--- config.mk ---
export PLATFORM = sky130hd
export DESIGN_NAME = mcu_core_param
export DESIGN_NICKNAME = d
export VERILOG_FILES = /design/src/rtl/mcu_pkg.sv /design/src/rtl/mcu_alu.sv /design/src/rtl/mcu_core_param.sv
export SDC_FILE = /design/constraint.sdc
export NUM_CORES = 1
export LEC_CHECK = 0
export BUFFER_PORTS_ARGS = -buffer_cell sky130_fd_sc_hd__buf_2
export CORE_ASPECT_RATIO = 0.75
export CORE_MARGIN = 2
export CORE_UTILIZATION = 50
export CTS_BUF_LIST = sky130_fd_sc_hd__clkbuf_8 sky130_fd_sc_hd__clkbuf_16
export CTS_CLUSTER_DIAMETER = 30
export DETAILED_ROUTE_END_ITERATION = 10
export PLACE_DENSITY = 0.74
export SYNTH_ARGS = -nofsm -noshare
export SYNTH_HDL_FRONTEND = slang
export SYNTH_SLANG_ARGS = --single-unit
--- constraint.sdc ---
create_clock -name Clk -period 5.15 [get_ports Clk]
set_input_delay 0.2575 -clock Clk [delete_from_list [all_inputs] [get_ports Clk]]
set_output_delay 0.2575 -clock Clk [all_outputs]
set_load 0.02 [all_outputs]
--- src/rtl/mcu_pkg.sv ---
// Shared definitions for the parametrised MCU core: opcodes, control states
// and the ALU function select.
package mcu_pkg;

  localparam logic [3:0] OP_NOP = 4'h0;
  localparam logic [3:0] OP_LDR = 4'h1;
  localparam logic [3:0] OP_STR = 4'h2;
  localparam logic [3:0] OP_ADD = 4'h3;
  localparam logic [3:0] OP_SUB = 4'h4;
  localparam logic [3:0] OP_AND = 4'h5;
  localparam logic [3:0] OP_OR  = 4'h6;
  localparam logic [3:0] OP_XOR = 4'h7;
  localparam logic [3:0] OP_NOT = 4'h8;
  localparam logic [3:0] OP_SHL = 4'h9;
  localparam logic [3:0] OP_SHR = 4'hA;
  localparam logic [3:0] OP_JMP = 4'hB;
  localparam logic [3:0] OP_JZ  = 4'hC;
  localparam logic [3:0] OP_JC  = 4'hD;
  localparam logic [3:0] OP_LDI = 4'hE;
  localparam logic [3:0] OP_HLT = 4'hF;

  typedef enum logic [1:0] {
    FETCH   = 2'd0,
    DECODE  = 2'd1,
    EXECUTE = 2'd2,
    HALT    = 2'd3
  } state_e;

  typedef enum logic [3:0] {
    ALU_PASS = 4'd0,
    ALU_ADD  = 4'd1,
    ALU_SUB  = 4'd2,
    ALU_AND  = 4'd3,
    ALU_OR   = 4'd4,
    ALU_XOR  = 4'd5,
    ALU_NOT  = 4'd6,
    ALU_SHL  = 4'd7,
    ALU_SHR  = 4'd8
  } alu_sel_e;

  // Map an opcode onto the ALU function it needs; non-ALU opcodes pass B through.
  function automatic alu_sel_e alu_sel_of(input logic [3:0] op);
    case (op)
      OP_ADD:  return ALU_ADD;
      OP_SUB:  return ALU_SUB;
      OP_AND:  return ALU_AND;
      OP_OR:   return ALU_OR;
      OP_XOR:  return ALU_XOR;
      OP_NOT:  return ALU_NOT;
      OP_SHL:  return ALU_SHL;
      OP_SHR:  return ALU_SHR;
      default: return ALU_PASS;
    endcase
  endfunction

endpackage

--- src/rtl/mcu_alu.sv ---
// Combinational ALU. Result is {carry, value}; carry is meaningful for
// add/sub (bit DW of the widened sum) and for shifts (bit shifted out).
module mcu_alu
  import mcu_pkg::*;
#(
  parameter int DW = 8
) (
  input  logic [DW-1:0] a,
  input  logic [DW-1:0] b,
  input  alu_sel_e      sel,
  output logic [DW:0]   res
);

  // Select the operation; subtraction is a + ~b + 1 so carry=1 means no borrow.
  always_comb begin
    res = '0;
    case (sel)
      ALU_PASS: res = {1'b0, b};
      ALU_ADD:  res = {1'b0, a} + {1'b0, b};
      ALU_SUB:  res = {1'b0, a} + {1'b0, ~b} + {{DW{1'b0}}, 1'b1};
      ALU_AND:  res = {1'b0, a & b};
      ALU_OR:   res = {1'b0, a | b};
      ALU_XOR:  res = {1'b0, a ^ b};
      ALU_NOT:  res = {1'b0, ~a};
      ALU_SHL:  res = {a, 1'b0};
      ALU_SHR:  res = {a[0], 1'b0, a[DW-1:1]};
      default:  res = '0;
    endcase
  end

endmodule

--- src/rtl/mcu_core_param.sv ---
// Parametrised accumulator MCU core: PC, IR, register file, control FSM and
// accumulator/flags. Instruction memory is an external asynchronous ROM.
//
// state   | meaning
// FETCH   | IR <- imem_data, PC <- PC+1
// DECODE  | latch the addressed register for the execute step
// EXECUTE | update acc / flags / register / PC, then FETCH (or HALT on HLT)
// HALT    | everything held; only resetPC or Reset leaves
module mcu_core_param
  import mcu_pkg::*;
#(
  parameter int DW   = 8,
  parameter int PCW  = 8,
  parameter int NREG = 16,
  parameter int IW   = 4 + PCW
) (
  input  logic           Clk,
  input  logic           Reset,
  input  logic           resetPC,
  output logic [PCW-1:0] imem_addr,
  input  logic [IW-1:0]  imem_data,
  output logic [PCW-1:0] currentPC,
  output logic [DW-1:0]  acc_out,
  output logic           flag_z,
  output logic           flag_c,
  output logic           halted
);

  localparam int RIW = $clog2(NREG);

  state_e          state;
  logic [PCW-1:0]  pc;
  logic [IW-1:0]   ir;
  logic [DW-1:0]   acc;
  logic [DW-1:0]   regs [NREG];
  logic [DW-1:0]   reg_val;

  logic [3:0]      opcode;
  logic [PCW-1:0]  operand;
  logic [RIW-1:0]  ridx;
  logic [DW-1:0]   imm_ext;
  alu_sel_e        alu_sel;
  logic [DW:0]     alu_res;

  assign opcode    = ir[IW-1:PCW];
  assign operand   = ir[PCW-1:0];
  assign ridx      = operand[RIW-1:0];
  assign imm_ext   = DW'(operand);
  assign alu_sel   = alu_sel_of(opcode);

  assign imem_addr = pc;
  assign currentPC = pc;
  assign acc_out   = acc;

  mcu_alu #(.DW(DW)) u_alu (
    .a   (acc),
    .b   (reg_val),
    .sel (alu_sel),
    .res (alu_res)
  );

  // Control FSM plus all architectural state; resetPC overrides every state.
  always_ff @(posedge Clk or negedge Reset) begin
    if (!Reset) begin
      state   <= FETCH;
      pc      <= '0;
      ir      <= '0;
      acc     <= '0;
      reg_val <= '0;
      flag_z  <= 1'b0;
      flag_c  <= 1'b0;
      halted  <= 1'b0;
      for (int i = 0; i < NREG; i++) regs[i] <= '0;
    end else if (resetPC) begin
      state  <= FETCH;
      pc     <= '0;
      ir     <= '0;
      halted <= 1'b0;
    end else begin
      case (state)
        FETCH: begin
          ir    <= imem_data;
          pc    <= pc + PCW'(1);
          state <= DECODE;
        end
        DECODE: begin
          reg_val <= regs[ridx];
          state   <= EXECUTE;
        end
        EXECUTE: begin
          state <= FETCH;
          case (opcode)
            OP_LDR: begin
              acc    <= reg_val;
              flag_z <= (reg_val == '0);
            end
            OP_STR: regs[ridx] <= acc;
            OP_ADD, OP_SUB, OP_SHL, OP_SHR: begin
              acc    <= alu_res[DW-1:0];
              flag_z <= (alu_res[DW-1:0] == '0);
              flag_c <= alu_res[DW];
            end
            OP_AND, OP_OR, OP_XOR, OP_NOT: begin
              acc    <= alu_res[DW-1:0];
              flag_z <= (alu_res[DW-1:0] == '0);
              flag_c <= 1'b0;
            end
            OP_JMP: pc <= operand;
            OP_JZ:  if (flag_z) pc <= operand;
            OP_JC:  if (flag_c) pc <= operand;
            OP_LDI: begin
              acc    <= imm_ext;
              flag_z <= (imm_ext == '0);
            end
            OP_HLT: begin
              state  <= HALT;
              halted <= 1'b1;
            end
            default: ;
          endcase
        end
        HALT: ;
        default: state <= FETCH;
      endcase
    end
  end

endmodule

==> results by group <==
Routing
  • DR vias: 7,251
  • Routed wire length: 25.8 mm
  • Detailed-route vias per instance: 6.28
  • Drt initial violations: 861
  • Wire length per cell after detailed routing: 22.3 µm
  • Drc violations: 0
  • Detail Route Antenna Nets: 0
  • First-pass iteration count of the detailed router: 5

Final layout
  • Final Util: 55.5%
  • Area occupied by multi-input gates: 0.00475 mm²
  • Layout area overhead: 8.88%
  • Inserted Diodes: 0
  • Layout fillers: 1,559
  • Sequential cell area: 0.00423 mm²
  • Layout cell share with drive strength beyond 1: 21.9%
  • Final Cell Area: 0.0103 mm²
  • Layout Nets: 940

Floorplanning
  • I/O Pins: 42
  • Rows: 43
  • Die Width: 163 µm
  • Die area: 0.0200 mm²
  • Initial core utilization: 51.0%
  • Placeable Area: 0.0185 mm²
  • Die height: 123 µm

Clock tree
  • Clock root buffer: clkbuf_16
  • H-tree depth: 4
  • Number of post-CTS setup repair buffers: 0
  • Clk_lat worst skew: 0.44 ns
  • Clock tree buffer depth: 2
  • CTS tree: built
  • TritonCTS Buffers: 17
  • CTS sink count: 169
  • Clock-pin slew on the worst setup and hold paths: 0.07 ns

Global routing
  • Vias in the first global route: 6,867
  • Initial antenna violation count: 1
  • GRT Residual Overflow: 0
  • Overall Global Routing Usage: 27.1%
  • Largest net degree at the start of global routing: 99
  • First-pass GRT wire length: 40.2 mm

Min path
  • Hold Crit Start: imem_data[7]
  • Tightest Hold Check Type: input pin to flip-flop
  • Worst Hold Path Cells: 3
  • End of the worst hold path: ir[7]

Critical path
  • R2R Setup Slk: 1.47 ns
  • CP Class: flip-flop to flip-flop
  • Reg2Reg Depth: 11
  • Worst reg2reg path startpoint: acc_out[0]
  • Worst-path fanout max: 13
  • R2r endpoint: flag_z
  • Worst EP required: 5.51 ns
  • Critical Path AT: 4.04 ns
  • Crit. End Element: flip-flop
  • Setup crit start kind: flip-flop

Yosys
  • Seq/Total Area, Yosys: 44.8%
  • Post-synth EDFFs: 0
  • Main synth FF type: dfrtp_1
  • Post-synth cell types: 78
  • Syn Nets: 944
  • Cells after synthesis: 899
  • Synthesized flop and latch total: 169
  • Ys Warns: 0
  • Asr flop ratio synth: 100%
  • Syn Area/Cell: 10.5 µm²
  • Mapped cell area: 0.00944 mm²

Pwr
  • Leak: 4.53 nW
  • PD cells: 433 mW/mm²
  • Peak supply drop: 264 µV

STA
  • Worst-margin pin slew: 1.12 ns
  • Final Hold Viols: 0
  • Setup TNS: 0 ns
  • RSZ-0062 raised after global routing: false
  • Setup Skew: 0.0111 ns
  • Fmax: 272 MHz
  • Crit share post-route: 71.4%
  • Minimum clock period: 3.68 ns
  • Final setup vio count: 0
  • Max-slew violations: 0
  • Slew HR: 25.1%

Place
  • Placed cell areas: 0.00969 mm²
  • GPL Wtd Cong: 0.959
  • PortBufs: 41
  • Hpwl dp: 17.0 mm

Run status
  • Status: completed

Run
  • Max-cap violations: 0
through the flow:
step	hold WS (ns)	power (mW)	worst slack [ns]	instances
2_1_floorplan	-0.0381	2.68	2.17	899
3_3_place_gp	0.422	3.13	1.55	1122
3_5_place_dp	0.426	3.14	1.64	1122
4_1_cts	0.0505	4.42	1.58	1155
5_1_grt	0.0624	4.64	1.43	1155
6_report	0.0575	4.45	1.47	1155
worst max-delay path by stage:
stage                from  endpoint  depth (start not counted)
2_1_floorplan  acc_out[0]    flag_z                         13
3_3_place_gp   acc_out[0]    flag_z                         11
3_5_place_dp   acc_out[0]    flag_z                         11
4_1_cts        acc_out[0]    flag_z                         11
5_1_grt        acc_out[0]    flag_z                         11
6_report       acc_out[0]    flag_z                         11
metal layers:
metal	vias to the layer above	routed length, µm	global-route usage (%)
met2	364	11000	39.1
met1	3596	11400	39.5
met3	43	2900	8.79
met5	-	0	0
li1	3248	-	-
met4	0	513	7.63
cell usage after synthesis, drive strengths merged, types with 3 or more instances:
master    n  area [µm²]
buf      35         206
a22oi    10        75.1
o21ai   119         596
xor2      3        26.3
o22ai     6        37.5
nor4      8        50.1
a32oi     5        43.8
mux2     58         653
nor3     11        65.1
clkinv    3        11.3
nand4     7        43.8
nand2b   10        62.6
dfrtp   169        4230
and3      5        31.3
clkbuf   41         154
nand3     9        45.0
mux4     41         923
a21oi    25         129
nor2     51         206
o211ai    3        22.5
o21a      3        22.5
nand2   116         435
nand3b    8        60.1
nor2b    12        75.1
mux2i    16         160
a31oi    12        81.3
a211oi    3        22.5
ha       28         350
inv      24        90.1
a21o      4        30.0
o21bai    3        22.5
nor3b     5        42.5
timing repair:
action / 4_1_cts / 5_1_grt
hold buffers: 1 / 0
gates resized for setup: 0 / 0
hold endpoints to repair: 96 / 0
final cells by class:
| cell class | instances | area share (%) |
|---|---|---|
| Multi-Input combinational cell | 627 | 46.2 |
| Sequential cell | 169 | 41.2 |
| Inverter | 27 | 0.986 |
| Timing Repair Buffer | 53 | 2.96 |
| Clock buffer | 19 | 4.41 |
| Tap cell | 247 | 3.01 |
| Clock inverter | 13 | 1.27 |
kinds of logic (layout without fill, tap and decap cells):
| logic type | after synthesis | in the layout | share of synthesized area (%) |
|---|---|---|---|
| fa+ha+maj | 30 | 30 | 4.14 |
| simple gates | 257 | 257 | 13.2 |
| mux | 115 | 115 | 18.4 |
| buf+inv | 103 | 112 | 4.89 |
| flops | 169 | 169 | 44.8 |
| xor+xnor | 4 | 4 | 0.371 |
| compound gates | 221 | 221 | 14.2 |
state kept, by name (all words and copies together) (netlist names):
register   count
regs         128
ir            12
acc_out        8
currentPC      8
reg_val        8
state          2
flag_c         1
flag_z         1
halted         1
cells in the final DEF (no fill, tap or decap), types with 9 or more instances in the layout:
cell type and count:
a21oi_1 24, a22oi_1 10, a31oi_1 11, buf_2 40, buf_4 11, clkbuf_16 17, dfrtp_1 167, ha_1 28
inv_1 27, mux2_2 58, mux2i_1 16, mux4_2 41, nand2_1 116, nand2b_1 10, nand3_1 9, nor2_1 45
nor2b_1 12, nor3_1 9, o21ai_0 118
worst max-delay path, cell delays in order (launching register included):
cell and delay, ns:
dfrtp_1 0.66, inv_1 0.38, ha_1 0.35, inv_1 0.07, fa_1 0.40, and2_1 0.15
mux4_2 0.48, o2111ai_1 0.36, nand4_1 0.19, nor3_1 0.28, nand4_1 0.13, o21ai_1 0.15
where the power goes:
part / leakage (nW) / total (mW) / switching [mW] / internal, mW
Combinational: 1.91 / 1.50 / 0.974 / 0.526
Clock: 0.294 / 1.27 / 0.536 / 0.736
Sequential: 2.33 / 1.68 / 0.252 / 1.43
Note: power is estimated with default switching activity, not from simulation.
